**src/rtl/seg_pkg.sv**
```systemverilog
// Shared code points and active-low glyph patterns (bit 6 = a ... bit 0 = g) for the segment scanner.
// Constants only; no latency or flow control.
package seg_pkg;

    localparam logic [3:0] CODE_BLANK = 4'hA;
    localparam logic [3:0] CODE_MINUS = 4'hB;

    localparam logic [6:0] SEG_OFF   = 7'h7F;
    localparam logic [6:0] SEG_MINUS = 7'h7E;

    localparam logic [6:0] GLYPH_0 = 7'h01;
    localparam logic [6:0] GLYPH_1 = 7'h4F;
    localparam logic [6:0] GLYPH_2 = 7'h12;
    localparam logic [6:0] GLYPH_3 = 7'h06;
    localparam logic [6:0] GLYPH_4 = 7'h4C;
    localparam logic [6:0] GLYPH_5 = 7'h24;
    localparam logic [6:0] GLYPH_6 = 7'h20;
    localparam logic [6:0] GLYPH_7 = 7'h0F;
    localparam logic [6:0] GLYPH_8 = 7'h00;
    localparam logic [6:0] GLYPH_9 = 7'h04;

endpackage

```
**src/rtl/seg_decode.sv**
```systemverilog
// Digit code to active-low segment pattern; a forced blank overrides the code.
// Purely combinational, no backpressure.
module seg_decode
    import seg_pkg::*;
(
    input  logic [3:0] code,
    input  logic       blank,
    output logic [6:0] seg
);

    always_comb begin
        seg = SEG_OFF;
        if (!blank) begin
            case (code)
                4'd0:       seg = GLYPH_0;
                4'd1:       seg = GLYPH_1;
                4'd2:       seg = GLYPH_2;
                4'd3:       seg = GLYPH_3;
                4'd4:       seg = GLYPH_4;
                4'd5:       seg = GLYPH_5;
                4'd6:       seg = GLYPH_6;
                4'd7:       seg = GLYPH_7;
                4'd8:       seg = GLYPH_8;
                4'd9:       seg = GLYPH_9;
                CODE_MINUS: seg = SEG_MINUS;
                default:    seg = SEG_OFF;
            endcase
        end
    end

endmodule

```
**src/rtl/seg_scan_ctrl.sv**
```systemverilog
// Multiplexed 7-segment scanner with frame-synchronous double-buffered load, leading-zero blanking and blink;
// seg/an are registered one cycle behind the scan index, no backpressure; SEG_BRIGHTNESS_PWM_EN adds anode dimming.
module seg_scan_ctrl
    import seg_pkg::*;
#(
    parameter int NUM_DIGITS  = 4,
    parameter int REFRESH_DIV = 100_000,
    parameter int BLINK_DIV   = 50_000_000
) (
    input  logic                    clk_100MHz,
    input  logic                    reset,
    input  logic [4*NUM_DIGITS-1:0] digits_in,
    input  logic                    load,
    input  logic                    blank_lz,
    input  logic [NUM_DIGITS-1:0]   blink_mask,
    input  logic [3:0]              brightness,
    output logic [6:0]              seg,
    output logic [NUM_DIGITS-1:0]   an,
    output logic                    load_pending,
    output logic                    frame_start
);

    localparam int SLOT_W  = $clog2(REFRESH_DIV);
    localparam int IDX_W   = $clog2(NUM_DIGITS);
    localparam int BLINK_W = $clog2(BLINK_DIV);

    localparam logic [SLOT_W-1:0]  SLOT_LAST  = SLOT_W'(REFRESH_DIV - 1);
    localparam logic [IDX_W-1:0]   IDX_LAST   = IDX_W'(NUM_DIGITS - 1);
    localparam logic [BLINK_W-1:0] BLINK_LAST = BLINK_W'(BLINK_DIV - 1);

    localparam logic [4*NUM_DIGITS-1:0] ALL_BLANK = {NUM_DIGITS{CODE_BLANK}};

    logic [SLOT_W-1:0]       slot_cnt;
    logic [IDX_W-1:0]        scan_idx;
    logic [BLINK_W-1:0]      blink_cnt;
    logic                    blink_phase;
    logic [4*NUM_DIGITS-1:0] active;
    logic [4*NUM_DIGITS-1:0] shadow;

    logic                    slot_end;
    logic                    wrap;
    logic [NUM_DIGITS-1:0]   lz_zero;
    logic [3:0]              cur_code;
    logic                    cur_blank;
    logic [6:0]              seg_next;
    logic [NUM_DIGITS-1:0]   an_next;
    logic                    pwm_on;

    assign slot_end = (slot_cnt == SLOT_LAST);
    assign wrap     = slot_end && (scan_idx == IDX_LAST);

    // Zero run from the most significant digit downward; digit 0 is always shown.
    always_comb begin
        lz_zero = '0;
        lz_zero[NUM_DIGITS-1] = (active[4*NUM_DIGITS-1 -: 4] == 4'd0);
        for (int i = NUM_DIGITS - 2; i >= 1; i--) begin
            lz_zero[i] = lz_zero[i+1] && (active[4*i +: 4] == 4'd0);
        end
    end

    assign cur_code  = active[{scan_idx, 2'b00} +: 4];
    assign cur_blank = (blank_lz && lz_zero[scan_idx])
                    || (blink_phase && blink_mask[scan_idx]);

    seg_decode u_decode (
        .code  (cur_code),
        .blank (cur_blank),
        .seg   (seg_next)
    );

`ifdef SEG_BRIGHTNESS_PWM_EN
    logic [31:0] pwm_limit;

    always_comb begin
        pwm_limit = ((32'(brightness) + 32'd1) * 32'(REFRESH_DIV)) >> 4;
        pwm_on    = (32'(slot_cnt) < pwm_limit);
    end
`else
    logic unused_brightness;

    assign unused_brightness = ^brightness;
    assign pwm_on            = 1'b1;
`endif

    assign an_next = pwm_on ? ~(NUM_DIGITS'(1) << scan_idx) : '1;

    always_ff @(posedge clk_100MHz) begin
        if (!reset) begin
            slot_cnt     <= '0;
            scan_idx     <= '0;
            blink_cnt    <= '0;
            blink_phase  <= 1'b0;
            active       <= ALL_BLANK;
            shadow       <= ALL_BLANK;
            load_pending <= 1'b0;
            seg          <= SEG_OFF;
            an           <= '1;
            frame_start  <= 1'b0;
        end else begin
            slot_cnt <= slot_end ? '0 : slot_cnt + SLOT_W'(1);
            if (slot_end) begin
                scan_idx <= (scan_idx == IDX_LAST) ? '0 : scan_idx + IDX_W'(1);
            end

            if (blink_cnt == BLINK_LAST) begin
                blink_cnt   <= '0;
                blink_phase <= ~blink_phase;
            end else begin
                blink_cnt <= blink_cnt + BLINK_W'(1);
            end

            // Active only changes at the wrap edge, so every frame is built from one data set.
            if (wrap) begin
                if (load) begin
                    active <= digits_in;
                end else if (load_pending) begin
                    active <= shadow;
                end
                load_pending <= 1'b0;
            end else if (load) begin
                shadow       <= digits_in;
                load_pending <= 1'b1;
            end

            seg         <= seg_next;
            an          <= an_next;
            frame_start <= (slot_cnt == '0) && (scan_idx == '0);
        end
    end

endmodule
```
**config.mk**
```make
export PLATFORM = sky130hd
export DESIGN_NAME = seg_scan_ctrl
export DESIGN_NICKNAME = d
export VERILOG_FILES = /design/src/rtl/seg_pkg.sv /design/src/rtl/seg_decode.sv /design/src/rtl/seg_scan_ctrl.sv
export SDC_FILE = /design/constraint.sdc
export NUM_CORES = 1
export LEC_CHECK = 0
export ABC_CLOCK_PERIOD_IN_PS = 2350
export BUFFER_PORTS_ARGS = -buffer_cell sky130_fd_sc_hd__buf_2
export CAP_MARGIN = 20
export CORE_MARGIN = 5
export CORE_UTILIZATION = 35
export DETAILED_ROUTE_END_ITERATION = 8
export GPL_ROUTABILITY_DRIVEN = 0
export MAX_ROUTING_LAYER = met4
export SYNTH_ARGS = -nofsm -noshare
export SYNTH_HDL_FRONTEND = slang
export SYNTH_SLANG_ARGS = --single-unit
```
**constraint.sdc**
```tcl
create_clock -name clk_100MHz -period 2.35 [get_ports clk_100MHz]
set_input_delay 0.47 -clock clk_100MHz [delete_from_list [all_inputs] [get_ports clk_100MHz]]
set_output_delay 0.47 -clock clk_100MHz [all_outputs]
set_load 0.05 [all_outputs]
```
==> flow_summary_export.csv <==
group,metric,value,unit
outcome,run_status,"completed",
global_route,antenna_found_initial,0,
hold_path,class_of_the_most_critical_hold_timing_path,"in -> reg",
logic_synthesis,synth_ff_type,"sky130_fd_sc_hd__dfxtp_1",
detailed_routing,num_vias,3129,
floorplanning,core.rowCount,40,
power_and_ir_drop,power_density,654,nW/um^2
layout,drive_gt1_frac,0.182,
logic_synthesis,syn_avg_cell_area,9.55,sq um
logic_synthesis,netlist_instances,439,
detailed_routing,detailed_routed_wire_length_on_met2,3.95,mm
sta,final_hold_viol_count,0,
critical_path,critPathArrivalTime,2.23,ns
logic_synthesis,synth-compound-area-share,0.0579,
logic_synthesis,synth_adder_area_share,0.0388,
floorplanning,ios,41,
critical_path,endpoint_kind,"flop",
sta,rsz0062_at_grt,"no",
detailed_routing,ant_nets,0,
layout,post_route_core_utilization,0.409,
clocking,clock_tree.htree_level_count,3,
clocking,clock_tree.buffer_depth,2,
layout,design_area,4850,sq um
critical_path,worst-setup-path-type,"reg -> reg",
sta,fin_tns_setup,0,ns
sta,worstMarginPinSlew,0.663,ns
sta,slew_violations,0,
logic_synthesis,synth-edff-count,0,
logic_synthesis,async_reset_ff_frac,0,
clocking,clk-insertion-delay-late,0.33,ns
clocking,clock_buffers_created_by_tritoncts,9,
sta,fmax,0.496,GHz
layout,area_growth,15.7,%
floorplanning,initial_core_util,0.353,
global_route,grt_start_max_net_pins,28,
sta,final.min_clock_period,2.02,ns
placed_design,placement.io_buffers,36,
power_and_ir_drop,worst_ir_drop_vdd,0.309,mV
critical_path,worst-endpoint-required,2.56,ns
detailed_routing,drcViolationCount,0,
clocking,clkSinkCount,91,
layout,nets,520,
job,max-cap-violations,0,
logic_synthesis,synth_cell_types,47,
sta,worst_slew_margin_rel,0.554,
floorplanning,design.die.area,14300,sq um
global_route,gr_ovfl_total,0,
detailed_routing,route.detailed.wl_per_inst,13.2,um
power_and_ir_drop,leakage,1.95,nW
detailed_routing,drt-total-wl,8.33,mm
placed_design,hpwlAfterDp,5.98,mm
critical_path,critPathLaunchType,"flop",
sta,final_critical_path_setup_slack,0.334,ns
placed_design,placedCellCount,615,
logic_synthesis,yosys_warnings,0,
floorplanning,chipHeight,119,um
critical_path,worstPathMaxFanout,14,
clocking,clkTransAtPathRegs,0.07,ns
detailed_routing,vias_per_cell,4.96,
detailed_routing,initialDrtViolationCount,176,
detailed_routing,drt_pre_antenna_iters,4,
clocking,tritoncts_clock_tree,"done",
sta,setup_viol,0,
logic_synthesis,post_synthesis_instance_area,4190,sq um
global_route,grtUsageTotal,0.124,
global_route,via_count_of_the_first_global_routing_pass,2999,
logic_synthesis,synth_top_family_by_area,"simple AND/OR/NAND/NOR gates",
clocking,cts_repair_resize_count,0,
placed_design,preCtsSetupSlack,0.338,ns
clocking,clk_root_buffer_cell,"sky130_fd_sc_hd__clkbuf_16",
logic_synthesis,synth-seq-cells,91,
sta,timing.clock.skew,0.00918,ns
layout,num-fill-cells,1167,
detailed_routing,wirelength_met1,3.99,mm
placed_design,post_dp_cell_area,4560,sq um
logic_synthesis,synth_xor_xnor_area_share,0.0815,
floorplanning,area_of_the_core_region,11900,sq um
floorplanning,die_w,119,um
clocking,post_cts_hold_buffer_count,0,
layout,multi_input_area,2210,sq um
sta,final.period_utilization,0.858,
layout,seqCellArea,1820,sq um
clocking,cts_post_setup_buffers_inserted,0,
logic_synthesis,synth.yosys.seq_area_share,0.435,
detailed_routing,dr.max_layer_used,"met4",
logic_synthesis,post_synth_and_or_nand_nor_area_fraction,0.220,
global_route,wire_length_of_the_first_global_routing_pass,14.1,mm
logic_synthesis,synth_fp_nets,480,
layout,final_cells,631,
layout,antenna-diode-count,0,
logic_synthesis,muxShareOfSynthArea,0.129,
detailed_routing,met3WireLength,249,um
## final timing paths
path	startpoint	endpoint	slack, ns	cells past startpoint
max	slot_cnt[0]	shadow[1]	0.33	7
min	digits_in[3]	shadow[3]	0.37	3
max reg2reg	slot_cnt[0]	shadow[1]	0.33	7
min reg2reg	blink_cnt[0]	blink_cnt[0]	0.46	1
## state kept, by name, summed over array words and instances (netlist names)
signal,cells
load_pending,1
slot_cnt,17
frame_start,1
active,16
an,4
blink_phase,1
shadow,16
seg,7
blink_cnt,26
scan_idx,2
## cells in the final DEF, fill, tap and decap left out, drive strengths merged, types with 8 or more instances in the layout
cell / n
dfxtp: 91
nor2: 54
nand2: 49
buf: 47
mux2i: 35
xor2: 26
nand3: 19
nand4: 16
o21ai: 15
xnor2: 13
ha: 13
nor4: 11
inv: 10
mux2: 9
clkbuf: 9
o211a: 8
nor2b: 8
and3: 8
## layer usage
metal	global-route usage	vias to the layer above
met1	0.155	1475
met3	0.0332	11
met2	0.195	44
li1	-	1599
met5	-	-
met4	0.0408	0
## power breakdown
group	internal, mW	total [mW]	switching, mW
sequential	1.57	1.59	0.0187
clock	0.819	1.41	0.587
combinational	0.0798	0.176	0.0961
## synth_stat cells, types with 9 or more instances
library cell	n	area, sq um
sky130_fd_sc_hd__nor2_1	53	199
sky130_fd_sc_hd__dfxtp_1	91	1820
sky130_fd_sc_hd__inv_1	10	37.5
sky130_fd_sc_hd__nand2_1	49	184
sky130_fd_sc_hd__xnor2_1	13	114
sky130_fd_sc_hd__nand3_1	19	95.1
sky130_fd_sc_hd__mux2_2	9	101
sky130_fd_sc_hd__mux2i_1	35	350
sky130_fd_sc_hd__nor4_1	9	56.3
sky130_fd_sc_hd__o21ai_0	13	65.1
sky130_fd_sc_hd__nand4_1	15	93.8
sky130_fd_sc_hd__ha_1	13	163
sky130_fd_sc_hd__xor2_1	26	228
## critical path, stage by stage (launching register included)
cell and delay (ns):
sky130_fd_sc_hd__dfxtp_1 0.39, sky130_fd_sc_hd__ha_1 0.24, sky130_fd_sc_hd__and4_1 0.26, sky130_fd_sc_hd__nand4_2 0.23
sky130_fd_sc_hd__o21ai_4 0.29, sky130_fd_sc_hd__buf_12 0.20, sky130_fd_sc_hd__mux2i_1 0.21, sky130_fd_sc_hd__nand2_1 0.06
## cell families (layout without fill, tap and decap cells)
group	Yosys count	in the layout
flops	91	91
compound gates	35	35
simple gates	185	185
mux	48	48
buf+inv	28	73
fa+ha+maj	13	13
xor+xnor	39	39
## through the flow
step	total power, mW	hold slack (ns)
after global placement	1.80	0.442
after CTS	3.21	0.357
final	3.17	0.366
after global routing	3.31	0.360
after detailed placement	1.80	0.449
after floorplan	1.75	0.425
## area by class of cell
cell class / instances / share of cell area
flip-flops and latches: 91 / 0.376
inverters: 10 / 0.00774
repair buffers: 47 / 0.0619
clock inverters: 7 / 0.0142
clock buffers: 9 / 0.0464
well taps: 147 / 0.0379
multi-input cells: 320 / 0.456
(Power assumes the default switching activity.)
